`config.mk`:
```
export PLATFORM = sky130hd
export DESIGN_NAME = mul_arb_rr
export DESIGN_NICKNAME = d
export VERILOG_FILES = /design/src/rtl/mul_sched_pkg.sv /design/src/rtl/multiplier_nbit.sv /design/src/rtl/mul_arb_rr.sv
export SDC_FILE = /design/constraint.sdc
export NUM_CORES = 1
export LEC_CHECK = 0
export ABC_AREA = 0
export CAP_MARGIN = 20
export CORE_MARGIN = 2
export CORE_UTILIZATION = 40
export CTS_BUF_LIST = sky130_fd_sc_hd__clkbuf_16
export CTS_CLUSTER_SIZE = 16
export DETAILED_ROUTE_END_ITERATION = 8
export GPL_TIMING_DRIVEN = 0
export PLACE_DENSITY = 0.77
export SLEW_MARGIN = 25
export SYNTH_ARGS = -nofsm -noshare
export SYNTH_HDL_FRONTEND = slang
export SYNTH_HIERARCHICAL = 1
export SYNTH_SLANG_ARGS = --single-unit
```
`constraint.sdc`:
```
create_clock -name clk -period 9.9 [get_ports clk]
set_input_delay 0.99 -clock clk [delete_from_list [all_inputs] [get_ports clk]]
set_output_delay 0.99 -clock clk [all_outputs]
set_load 0.005 [all_outputs]
```
`src/rtl/mul_sched_pkg.sv`:
```
// Shared definitions for the round-robin multiplier scheduler:
// FSM state encoding and the requester-index width helper.
package mul_sched_pkg;

  typedef enum logic [1:0] {
    ST_IDLE    = 2'd0,
    ST_COMPUTE = 2'd1,
    ST_RESP    = 2'd2
  } state_e;

  // Index width for n requesters; never narrower than one bit.
  function automatic int idw(input int n);
    return (n <= 2) ? 1 : $clog2(n);
  endfunction

endpackage

```
`src/rtl/multiplier_nbit.sv`:
```
// Combinational unsigned multiplier returning the low WIDTH bits of a*b.
// IMPL_TYPE 0 uses the native operator, anything else a shift-add array.
module multiplier_nbit #(
  parameter int WIDTH     = 16,
  parameter int IMPL_TYPE = 0
) (
  input  logic [WIDTH-1:0] a,
  input  logic [WIDTH-1:0] b,
  output logic [WIDTH-1:0] p
);

  generate
    if (IMPL_TYPE == 0) begin : g_direct
      assign p = a * b;
    end else begin : g_shift_add
      always_comb begin
        p = '0;
        for (int i = 0; i < WIDTH; i++) begin
          if (b[i]) p = p + (a << i);
        end
      end
    end
  endgenerate

endmodule

```
`src/rtl/mul_arb_rr.sv`:
```
// Round-robin arbiter in front of a single shared multiplier; one
// operation in flight, result held until the consumer takes it.
//
// state      | meaning
// -----------+-------------------------------------------------------
// ST_IDLE    | offer req_ready to the next requester after last grant
// ST_COMPUTE | registered operands feed the multiplier
// ST_RESP    | product and id held, resp_valid high until resp_ready
module mul_arb_rr
  import mul_sched_pkg::*;
#(
  parameter int WIDTH     = 16,
  parameter int NUM_REQ   = 4,
  parameter int IMPL_TYPE = 0,
  localparam int IDW      = idw(NUM_REQ)
) (
  input  logic                     clk,
  input  logic                     rst,
  input  logic [NUM_REQ-1:0]       req_valid,
  output logic [NUM_REQ-1:0]       req_ready,
  input  logic [NUM_REQ*WIDTH-1:0] req_a,
  input  logic [NUM_REQ*WIDTH-1:0] req_b,
  output logic                     resp_valid,
  input  logic                     resp_ready,
  output logic [WIDTH-1:0]         resp_p,
  output logic [IDW-1:0]           resp_id
);

  state_e           state_q, state_d;
  logic [IDW-1:0]   last_grant_q, last_grant_d;
  logic [IDW-1:0]   id_q, id_d;
  logic [WIDTH-1:0] a_q, a_d;
  logic [WIDTH-1:0] b_q, b_d;
  logic [WIDTH-1:0] p_q, p_d;
  logic [WIDTH-1:0] mul_p;

  logic             found;
  logic [IDW-1:0]   grant_idx;
  logic [IDW-1:0]   cand_idx;
  int               cand;

  // Search starts just after the last winner so every requester gets a turn.
  always_comb begin
    found     = 1'b0;
    grant_idx = '0;
    cand      = 0;
    cand_idx  = '0;
    for (int k = 1; k <= NUM_REQ; k++) begin
      cand     = (int'(last_grant_q) + k) % NUM_REQ;
      cand_idx = IDW'(cand);
      if (!found && req_valid[cand_idx]) begin
        found     = 1'b1;
        grant_idx = cand_idx;
      end
    end
  end

  always_ff @(posedge clk) begin
    if (rst) begin
      state_q      <= ST_IDLE;
      last_grant_q <= IDW'(NUM_REQ - 1);
      id_q         <= '0;
      a_q          <= '0;
      b_q          <= '0;
      p_q          <= '0;
    end else begin
      state_q      <= state_d;
      last_grant_q <= last_grant_d;
      id_q         <= id_d;
      a_q          <= a_d;
      b_q          <= b_d;
      p_q          <= p_d;
    end
  end

  always_comb begin
    state_d      = state_q;
    last_grant_d = last_grant_q;
    id_d         = id_q;
    a_d          = a_q;
    b_d          = b_q;
    p_d          = p_q;
    unique case (state_q)
      ST_IDLE: begin
        if (found) begin
          a_d          = req_a[int'(grant_idx)*WIDTH +: WIDTH];
          b_d          = req_b[int'(grant_idx)*WIDTH +: WIDTH];
          id_d         = grant_idx;
          last_grant_d = grant_idx;
          state_d      = ST_COMPUTE;
        end
      end
      ST_COMPUTE: begin
        p_d     = mul_p;
        state_d = ST_RESP;
      end
      ST_RESP: begin
        if (resp_ready) state_d = ST_IDLE;
      end
      default: state_d = ST_IDLE;
    endcase
  end

  always_comb begin
    req_ready = '0;
    if (state_q == ST_IDLE && found && !rst) req_ready[grant_idx] = 1'b1;
    resp_valid = (state_q == ST_RESP);
  end

  assign resp_p  = p_q;
  assign resp_id = id_q;

  multiplier_nbit #(
    .WIDTH    (WIDTH),
    .IMPL_TYPE(IMPL_TYPE)
  ) u_mul (
    .a(a_q),
    .b(b_q),
    .p(mul_p)
  );

endmodule

```
==> results of run 1 <==
[registers in the layout (all words and copies together), names as in the netlist]
register	cells
resp_id	2
b_q	16
state_q	2
last_grant_q	2
resp_p	16
a_q	16
[layout by cell type, fill, tap and decap left out, drive strengths merged, types with 33 or more instances in the layout]
master and count:
clkdlybuf4s50 153, inv 117, nand2 112, fa 80, and2 66, dfxtp 54
ha 49, nor2 44, or3 33, a21oi 33
[final timing paths]
| check | start | end | slack (ps) | cells after the start |
|---|---|---|---|---|
| min reg2reg | resp_p[11]$_SDFFE_PP0N_ | resp_p[11]$_SDFFE_PP0N_ | 450 | 2 |
| max | b_q[1]$_SDFFE_PP0P_ | resp_p[15]$_SDFFE_PP0N_ | 3860 | 19 |
| max reg2reg | b_q[1]$_SDFFE_PP0P_ | resp_p[15]$_SDFFE_PP0N_ | 3860 | 19 |
| min | resp_p[11]$_SDFFE_PP0N_ | resp_p[11]$_SDFFE_PP0N_ | 450 | 2 |
[worst reg2reg max path: cells and delay by family, from the launching register on]
kind	cells	cell delay, ps
flops	1	490
compound gates	4	880
fa+ha+maj	7	3390
simple gates	3	370
xor+xnor	1	180
buf+inv	4	660
[area by class of cell]
class / instances / area, um^2 / share of cell area
clock inverters: 3 / 41.29 / 0.004391
plain buffers: 53 / 336.6 / 0.03579
repair buffers: 153 / 1531 / 0.1629
well taps: 229 / 286.5 / 0.03047
flip-flops and latches: 54 / 1081 / 0.1150
inverters: 116 / 435.4 / 0.04630
multi-input cells: 599 / 5567 / 0.5919
clock buffers: 5 / 125.1 / 0.01330
[per-layer routing]
metal,GRT usage,vias to the layer above
li1,-,3045
met1,0.2478,3060
met2,0.3821,257
met3,0.03829,26
met4,0.05688,0
met5,0,-
[where the power goes]
group	leakage [uW]	switching, uW	total [uW]	internal (uW)
logic	0.00358	686	1280	594
clock network	0.0000812	85.5	204	119
registers	0.000447	60.3	324	264
[metrics by stage]
step                      setup slack, ps  hold slack (ps)
after floorplan                      4639            452.7
after global placement               4057            444.0
after detailed placement             3912            447.8
after CTS                            3891            457.7
after global routing                 3574            482.5
final                                3858            452.2
[cell families (layout without fill, tap and decap cells)]
| family | Yosys count | in the layout | share of synthesized area |
|---|---|---|---|
| AOI/OAI and AO/OA | 127 | 127 | 0.1781 |
| DFF | 54 | 54 | 0.1457 |
| adders and majority gates | 129 | 129 | 0.2985 |
| muxes | 32 | 32 | 0.04317 |
| xor gates and xnor gates | 38 | 38 | 0.04874 |
| buffers and inverters | 169 | 330 | 0.1040 |
| and+or+nand+nor | 273 | 273 | 0.1818 |
==> run_summary.xml, run 1 <==
<?xml version="1.0" encoding="UTF-8"?>
<metrics>
  <group name="run_status">
    <metric name="status" unit="">completed</metric>
  </group>
  <group name="detailed_routing">
    <metric name="met3_routed_wirelength" unit="mm">1.234</metric>
    <metric name="dr_drc_count" unit="">0</metric>
    <metric name="final_antenna_net_count" unit="">0</metric>
    <metric name="routed_via_density" unit="">5.271</metric>
    <metric name="highest_routed_metal_layer" unit="">met4</metric>
    <metric name="wl_per_cell" unit="um">16.13</metric>
    <metric name="vias" unit="">6388</metric>
    <metric name="first_iter_violations" unit="">327</metric>
    <metric name="finalWirelength" unit="mm">19.55</metric>
    <metric name="first_pass_iters" unit="">5</metric>
    <metric name="detailed_routed_wire_length_on_met2" unit="mm">9.960</metric>
    <metric name="wl_met1" unit="mm">7.960</metric>
  </group>
  <group name="place">
    <metric name="portBuffers" unit="">153</metric>
    <metric name="placed_cells_incl_taps" unit="">1204</metric>
    <metric name="gpl.final_weighted_congestion" unit="">0.9271</metric>
    <metric name="dp.final_hpwl" unit="mm">16.25</metric>
    <metric name="placed_area" unit="um^2">9238</metric>
  </group>
  <group name="clock_tree">
    <metric name="numCtsBuffers" unit="">5</metric>
    <metric name="clock_tree_from_tritoncts" unit="">yes</metric>
    <metric name="cts.reportedPaths.clkPinSlew" unit="ps">70</metric>
    <metric name="cts_buffer_depth" unit="">2</metric>
    <metric name="clk_latency" unit="ps">310</metric>
    <metric name="cts_root_cell" unit="">sky130_fd_sc_hd__clkbuf_16</metric>
    <metric name="post_cts_resize_count" unit="">0</metric>
    <metric name="cts_max_level" unit="">2</metric>
    <metric name="number_of_hold_buffers_added_after_cts" unit="">0</metric>
    <metric name="post-cts-setup-buffer-count" unit="">0</metric>
    <metric name="clkSinkCount" unit="">54</metric>
  </group>
  <group name="global_route">
    <metric name="antenna_violations_before_repair" unit="">0</metric>
    <metric name="number_of_global_route_vias_before_repair" unit="">6732</metric>
    <metric name="pin_count_of_the_biggest_net_entering_global_routing" unit="">17</metric>
    <metric name="grt_use_total" unit="">0.2077</metric>
    <metric name="global_route_wire_length_before_repair" unit="mm">32.89</metric>
    <metric name="grt_overflow" unit="">0</metric>
  </group>
  <group name="flow_run">
    <metric name="maxCapViolations" unit="">0</metric>
  </group>
  <group name="sta">
    <metric name="clock.fmax" unit="GHz">0.1655</metric>
    <metric name="number_of_failing_hold_endpoints_at_the_final_stage" unit="">0</metric>
    <metric name="setup_violations" unit="">0</metric>
    <metric name="finalWorstPathRequiredPeriod" unit="ps">6042</metric>
    <metric name="slew_headroom" unit="">0.5212</metric>
    <metric name="slew_viol_final" unit="">0</metric>
    <metric name="worstMarginPinSlew" unit="ps">718.2</metric>
    <metric name="fin_crit_sh" unit="">0.6103</metric>
    <metric name="rsz0062_at_grt" unit="">no</metric>
    <metric name="skew" unit="ps">7.148</metric>
    <metric name="fin_setup_tns" unit="ps">0</metric>
  </group>
  <group name="finish">
    <metric name="ratio_of_cells_with_drive_above_1_in_the_final_layout" unit="">0.1048</metric>
    <metric name="antenna_diode_count" unit="">0</metric>
    <metric name="finish.cell_count_without_fillers" unit="">1212</metric>
    <metric name="post_route_cell_area" unit="um^2">9404</metric>
    <metric name="fin_nets" unit="">1246</metric>
    <metric name="final_core_utilization" unit="">0.5200</metric>
    <metric name="fillers" unit="">1687</metric>
    <metric name="syn2layout_area_growth" unit="%">26.75</metric>
  </group>
  <group name="synthesis">
    <metric name="synth-main-ff-cell" unit="">sky130_fd_sc_hd__dfxtp_1</metric>
    <metric name="synthesis.yosys.warnings" unit="">6</metric>
    <metric name="ys_async_sr_fraction" unit="">0</metric>
    <metric name="syn-cell-area" unit="um^2">7420</metric>
    <metric name="synth_top_area_cell" unit="">sky130_fd_sc_hd__fa_1</metric>
    <metric name="syn_area_cell" unit="um^2">9.026</metric>
    <metric name="synth.top_cells.by_count" unit="">sky130_fd_sc_hd__inv_1 (116), sky130_fd_sc_hd__nand2_1 (111), sky130_fd_sc_hd__fa_1 (80)</metric>
    <metric name="synth.lib_cells_used.distinct" unit="">58</metric>
    <metric name="syn_nets" unit="">1086</metric>
    <metric name="ys_seq_elements" unit="">54</metric>
    <metric name="yosysMostFrequentCell" unit="">sky130_fd_sc_hd__inv_1</metric>
    <metric name="netlist_instances" unit="">822</metric>
    <metric name="synth.top_cell.area_share" unit="">0.2159</metric>
    <metric name="ys_seq_area_frac" unit="">0.1457</metric>
    <metric name="ys_top_cells_by_area" unit="">sky130_fd_sc_hd__fa_1 (22%), sky130_fd_sc_hd__dfxtp_1 (15%), sky130_fd_sc_hd__ha_1 (8.3%)</metric>
    <metric name="number_of_enable_flip_flop_cells_after_synthesis" unit="">0</metric>
  </group>
  <group name="worst_setup_path">
    <metric name="crit_slowest_cell" unit="">sky130_fd_sc_hd__fa_1</metric>
    <metric name="cp_data_arrival_time" unit="ps">6280</metric>
    <metric name="endpoint_kind" unit="">flip-flop</metric>
    <metric name="timing.critical_path.cells" unit="">clkbuf_1 -&gt; nand2_1 -&gt; fa_1 -&gt; fa_1 -&gt; fa_1 -&gt; inv_1 -&gt; fa_1 -&gt; fa_1 -&gt; inv_1 -&gt; fa_1 -&gt; inv_1 -&gt; ha_1 -&gt; a21o_1 -&gt; nor3_1 -&gt; o21ai_0 -&gt; a41oi_1 -&gt; xnor2_1 -&gt; nand2_1 -&gt; a21oi_1</metric>
    <metric name="critical_path_buf_inv_count" unit="">4</metric>
    <metric name="worst-setup-path-type" unit="">reg2reg</metric>
    <metric name="crit_path_start_kind" unit="">flip-flop</metric>
    <metric name="cp_top_family" unit="">adder cells</metric>
    <metric name="crit_top_cell" unit="">sky130_fd_sc_hd__fa_1</metric>
    <metric name="timing.critical_path.required" unit="ps">10140</metric>
    <metric name="critPathMaxStageDelay" unit="ps">530</metric>
    <metric name="worst-path-max-fanout" unit="">10</metric>
  </group>
  <group name="floorplanning">
    <metric name="die_y" unit="um">140.2</metric>
    <metric name="std_cell_rows" unit="">49</metric>
    <metric name="dieWidth" unit="um">140.2</metric>
    <metric name="initial_core_util" unit="">0.4102</metric>
    <metric name="fp.dieArea" unit="um^2">19650</metric>
    <metric name="design.portCount" unit="">158</metric>
    <metric name="core-area" unit="um^2">18090</metric>
  </group>
  <group name="hold_path">
    <metric name="timing.hold.worst.class" unit="">reg2reg</metric>
  </group>
  <group name="power">
    <metric name="leakage" unit="uW">0.004112</metric>
    <metric name="cellPowerDensity" unit="nW/um^2">192.3</metric>
    <metric name="vdd.ir_drop.worst" unit="uV">127.1</metric>
    <metric name="post-layout-total-power" unit="uW">1809</metric>
  </group>
</metrics>
Note: power is estimated with default switching activity, not from simulation.
==> run 2, diff against run 1 <==
Clock period 9.9 ns to 5.9 ns, I/O delays scaled along.
==> run 2 against run 1 <==
- total power grew 70%
- routed wire length grew 0.29%
- design area grew 0.25%
- hold slack is the same
- utilization grew 0.13 points
- clock-buffer cell count is the same
- fmax grew 6.4%
- critical endpoint unchanged
==> run_summary.xml, run 2 (same netlist as run 1, synthesis figures left out) <==
<?xml version="1.0" encoding="UTF-8"?>
<metrics>
  <group name="floorplanning">
    <metric name="initial_core_util" unit="">0.4102</metric>
    <metric name="dieWidth" unit="um">140.2</metric>
    <metric name="die_y" unit="um">140.2</metric>
    <metric name="design.portCount" unit="">158</metric>
    <metric name="fp.dieArea" unit="um^2">19650</metric>
    <metric name="std_cell_rows" unit="">49</metric>
    <metric name="core-area" unit="um^2">18090</metric>
  </group>
  <group name="detailed_routing">
    <metric name="dr_drc_count" unit="">0</metric>
    <metric name="first_iter_violations" unit="">283</metric>
    <metric name="final_antenna_net_count" unit="">0</metric>
    <metric name="wl_per_cell" unit="um">16.19</metric>
    <metric name="routed_via_density" unit="">5.282</metric>
    <metric name="vias" unit="">6396</metric>
    <metric name="finalWirelength" unit="mm">19.61</metric>
    <metric name="first_pass_iters" unit="">5</metric>
  </group>
  <group name="global_route">
    <metric name="number_of_global_route_vias_before_repair" unit="">6732</metric>
    <metric name="global_route_wire_length_before_repair" unit="mm">32.89</metric>
    <metric name="antenna_violations_before_repair" unit="">0</metric>
    <metric name="grt_overflow" unit="">0</metric>
    <metric name="grt_use_total" unit="">0.2077</metric>
    <metric name="pin_count_of_the_biggest_net_entering_global_routing" unit="">17</metric>
  </group>
  <group name="finish">
    <metric name="antenna_diode_count" unit="">0</metric>
    <metric name="commonest_non_fill_non_tap_cell_in_the_layout" unit="">sky130_fd_sc_hd__clkdlybuf4s50_1</metric>
    <metric name="fin_nets" unit="">1245</metric>
    <metric name="ratio_of_cells_with_drive_above_1_in_the_final_layout" unit="">0.1130</metric>
    <metric name="finish.cell_count_without_fillers" unit="">1211</metric>
    <metric name="commonest_cells_after_routing_fill_and_taps_aside" unit="">sky130_fd_sc_hd__clkdlybuf4s50_1 (153), sky130_fd_sc_hd__inv_1 (117), sky130_fd_sc_hd__nand2_1 (111), sky130_fd_sc_hd__fa_1 (80), sky130_fd_sc_hd__and2_1 (60)</metric>
    <metric name="post_route_cell_area" unit="um^2">9428</metric>
    <metric name="syn2layout_area_growth" unit="%">27.07</metric>
  </group>
  <group name="sta">
    <metric name="layout_setup_ws" unit="ps">220.6</metric>
    <metric name="hold-worst-slack" unit="ps">452.2</metric>
    <metric name="slew_viol_final" unit="">0</metric>
    <metric name="worstMarginPinSlew" unit="ps">722.0</metric>
    <metric name="setup_violations" unit="">0</metric>
    <metric name="slew_headroom" unit="">0.5187</metric>
    <metric name="fin_crit_sh" unit="">0.9626</metric>
    <metric name="finalWorstPathRequiredPeriod" unit="ps">5679</metric>
    <metric name="fin_setup_tns" unit="ps">0</metric>
    <metric name="skew" unit="ps">7.293</metric>
    <metric name="number_of_failing_hold_endpoints_at_the_final_stage" unit="">0</metric>
    <metric name="clock.fmax" unit="GHz">0.1761</metric>
  </group>
  <group name="worst_setup_path">
    <metric name="crit_path_start_kind" unit="">flip-flop</metric>
    <metric name="worst-path-max-fanout" unit="">10</metric>
    <metric name="cp_data_arrival_time" unit="ps">5920</metric>
    <metric name="crit_top_cell" unit="">sky130_fd_sc_hd__fa_1</metric>
    <metric name="cp_top_family" unit="">adder cells</metric>
    <metric name="worst-setup-path-type" unit="">reg2reg</metric>
    <metric name="endpoint_kind" unit="">flip-flop</metric>
    <metric name="timing.critical_path.cells" unit="">clkbuf_1 -&gt; nand2_1 -&gt; fa_1 -&gt; inv_1 -&gt; fa_1 -&gt; inv_1 -&gt; fa_1 -&gt; fa_1 -&gt; fa_1 -&gt; fa_1 -&gt; xor2_1 -&gt; xnor2_1 -&gt; xnor2_1 -&gt; xnor2_1 -&gt; xnor3_1 -&gt; xnor2_1 -&gt; nand2_1 -&gt; a21oi_1</metric>
    <metric name="crit_slowest_cell" unit="">sky130_fd_sc_hd__fa_1</metric>
    <metric name="critical_path_buf_inv_count" unit="">3</metric>
    <metric name="timing.critical_path.required" unit="ps">6140</metric>
    <metric name="critPathMaxStageDelay" unit="ps">520</metric>
  </group>
  <group name="hold_path">
    <metric name="timing.hold.worst.class" unit="">reg2reg</metric>
  </group>
  <group name="place">
    <metric name="placed_cells_incl_taps" unit="">1204</metric>
    <metric name="post-place-ws" unit="ps">-88.47</metric>
    <metric name="gpl.final_weighted_congestion" unit="">0.9271</metric>
    <metric name="portBuffers" unit="">153</metric>
    <metric name="dp.final_hpwl" unit="mm">16.25</metric>
    <metric name="placed_area" unit="um^2">9238</metric>
  </group>
  <group name="run_status">
    <metric name="status" unit="">completed</metric>
  </group>
  <group name="clock_tree">
    <metric name="clkSinkCount" unit="">54</metric>
    <metric name="cts.reportedPaths.clkPinSlew" unit="ps">70</metric>
    <metric name="clk_latency" unit="ps">310</metric>
    <metric name="cts_max_level" unit="">2</metric>
    <metric name="cts_root_cell" unit="">sky130_fd_sc_hd__clkbuf_16</metric>
    <metric name="cts_buffer_depth" unit="">2</metric>
    <metric name="numCtsBuffers" unit="">5</metric>
    <metric name="clock_tree_from_tritoncts" unit="">yes</metric>
  </group>
  <group name="power">
    <metric name="vdd.ir_drop.worst" unit="uV">213.4</metric>
    <metric name="leakage" unit="uW">0.004124</metric>
    <metric name="cellPowerDensity" unit="nW/um^2">325.8</metric>
  </group>
  <group name="flow_run">
    <metric name="maxCapViolations" unit="">0</metric>
  </group>
</metrics>
[run 2: cell count changes in the layout (fill, tap and decap cells not counted), sizes merged]
cell,previous run,this run
clkbuf,31,30
[run 2: power by group]
group / total [uW] / switching (uW) / leakage [uW] / internal, uW
clock network: 343 / 144 / 0.0000812 / 199
logic: 2180 / 1170 / 0.00360 / 1010
registers: 548 / 105 / 0.000447 / 443
[run 2: worst min-delay path: stages (launching register included)]
cell and delay [ps]:
sky130_fd_sc_hd__dfxtp_1 310, sky130_fd_sc_hd__nand2_1 50, sky130_fd_sc_hd__a21oi_1 50
[run 2: final cells by class]
class / count / area [um^2]
Tap cell: 229 / 286.5
Sequential cell: 54 / 1082
Multi-Input combinational cell: 599 / 5583
Clock inverter: 3 / 41.29
Inverter: 116 / 435.4
Clock buffer: 5 / 125.1
Fill cell: 1685 / 8658
Buffer: 52 / 342.8
Timing Repair Buffer: 153 / 1531
[run 2: path summary, 6_finish.rpt]
| path | cells after the start | from | slack, ps | to |
|---|---|---|---|---|
| min | 2 | resp_p[11]$_SDFFE_PP0N_ | 450 | resp_p[11]$_SDFFE_PP0N_ |
| max | 18 | a_q[5]$_SDFFE_PP0P_ | 220 | resp_p[15]$_SDFFE_PP0N_ |
| min reg2reg | 2 | resp_p[11]$_SDFFE_PP0N_ | 450 | resp_p[11]$_SDFFE_PP0N_ |
| max reg2reg | 18 | a_q[5]$_SDFFE_PP0P_ | 220 | resp_p[15]$_SDFFE_PP0N_ |
[run 2: metrics by stage]
stage | utilization | total power, uW
finish | 0.5213 | 3071
floorplan | - | 2098
global placement | 0.5108 | 2648
CTS | 0.5201 | 3054
detailed placement | 0.5108 | 2694
global route | 0.5213 | 3393
[run 2: layer usage]
metal / track usage / vias up / part of all wire
met5: 0 / - / 0
met4: 0.05688 / 0 / 0.020
met3: 0.03829 / 28 / 0.058
met2: 0.3821 / 252 / 0.51
met1: 0.2478 / 3072 / 0.41
li1: - / 3044 / -
[run 2: timing repair]
action,in CTS,in global routing
setup buffers,0,0
hold buffers,0,0
setup endpoints to repair,2,2
endpoints found under the hold margin,0,0
resized for setup,2,12
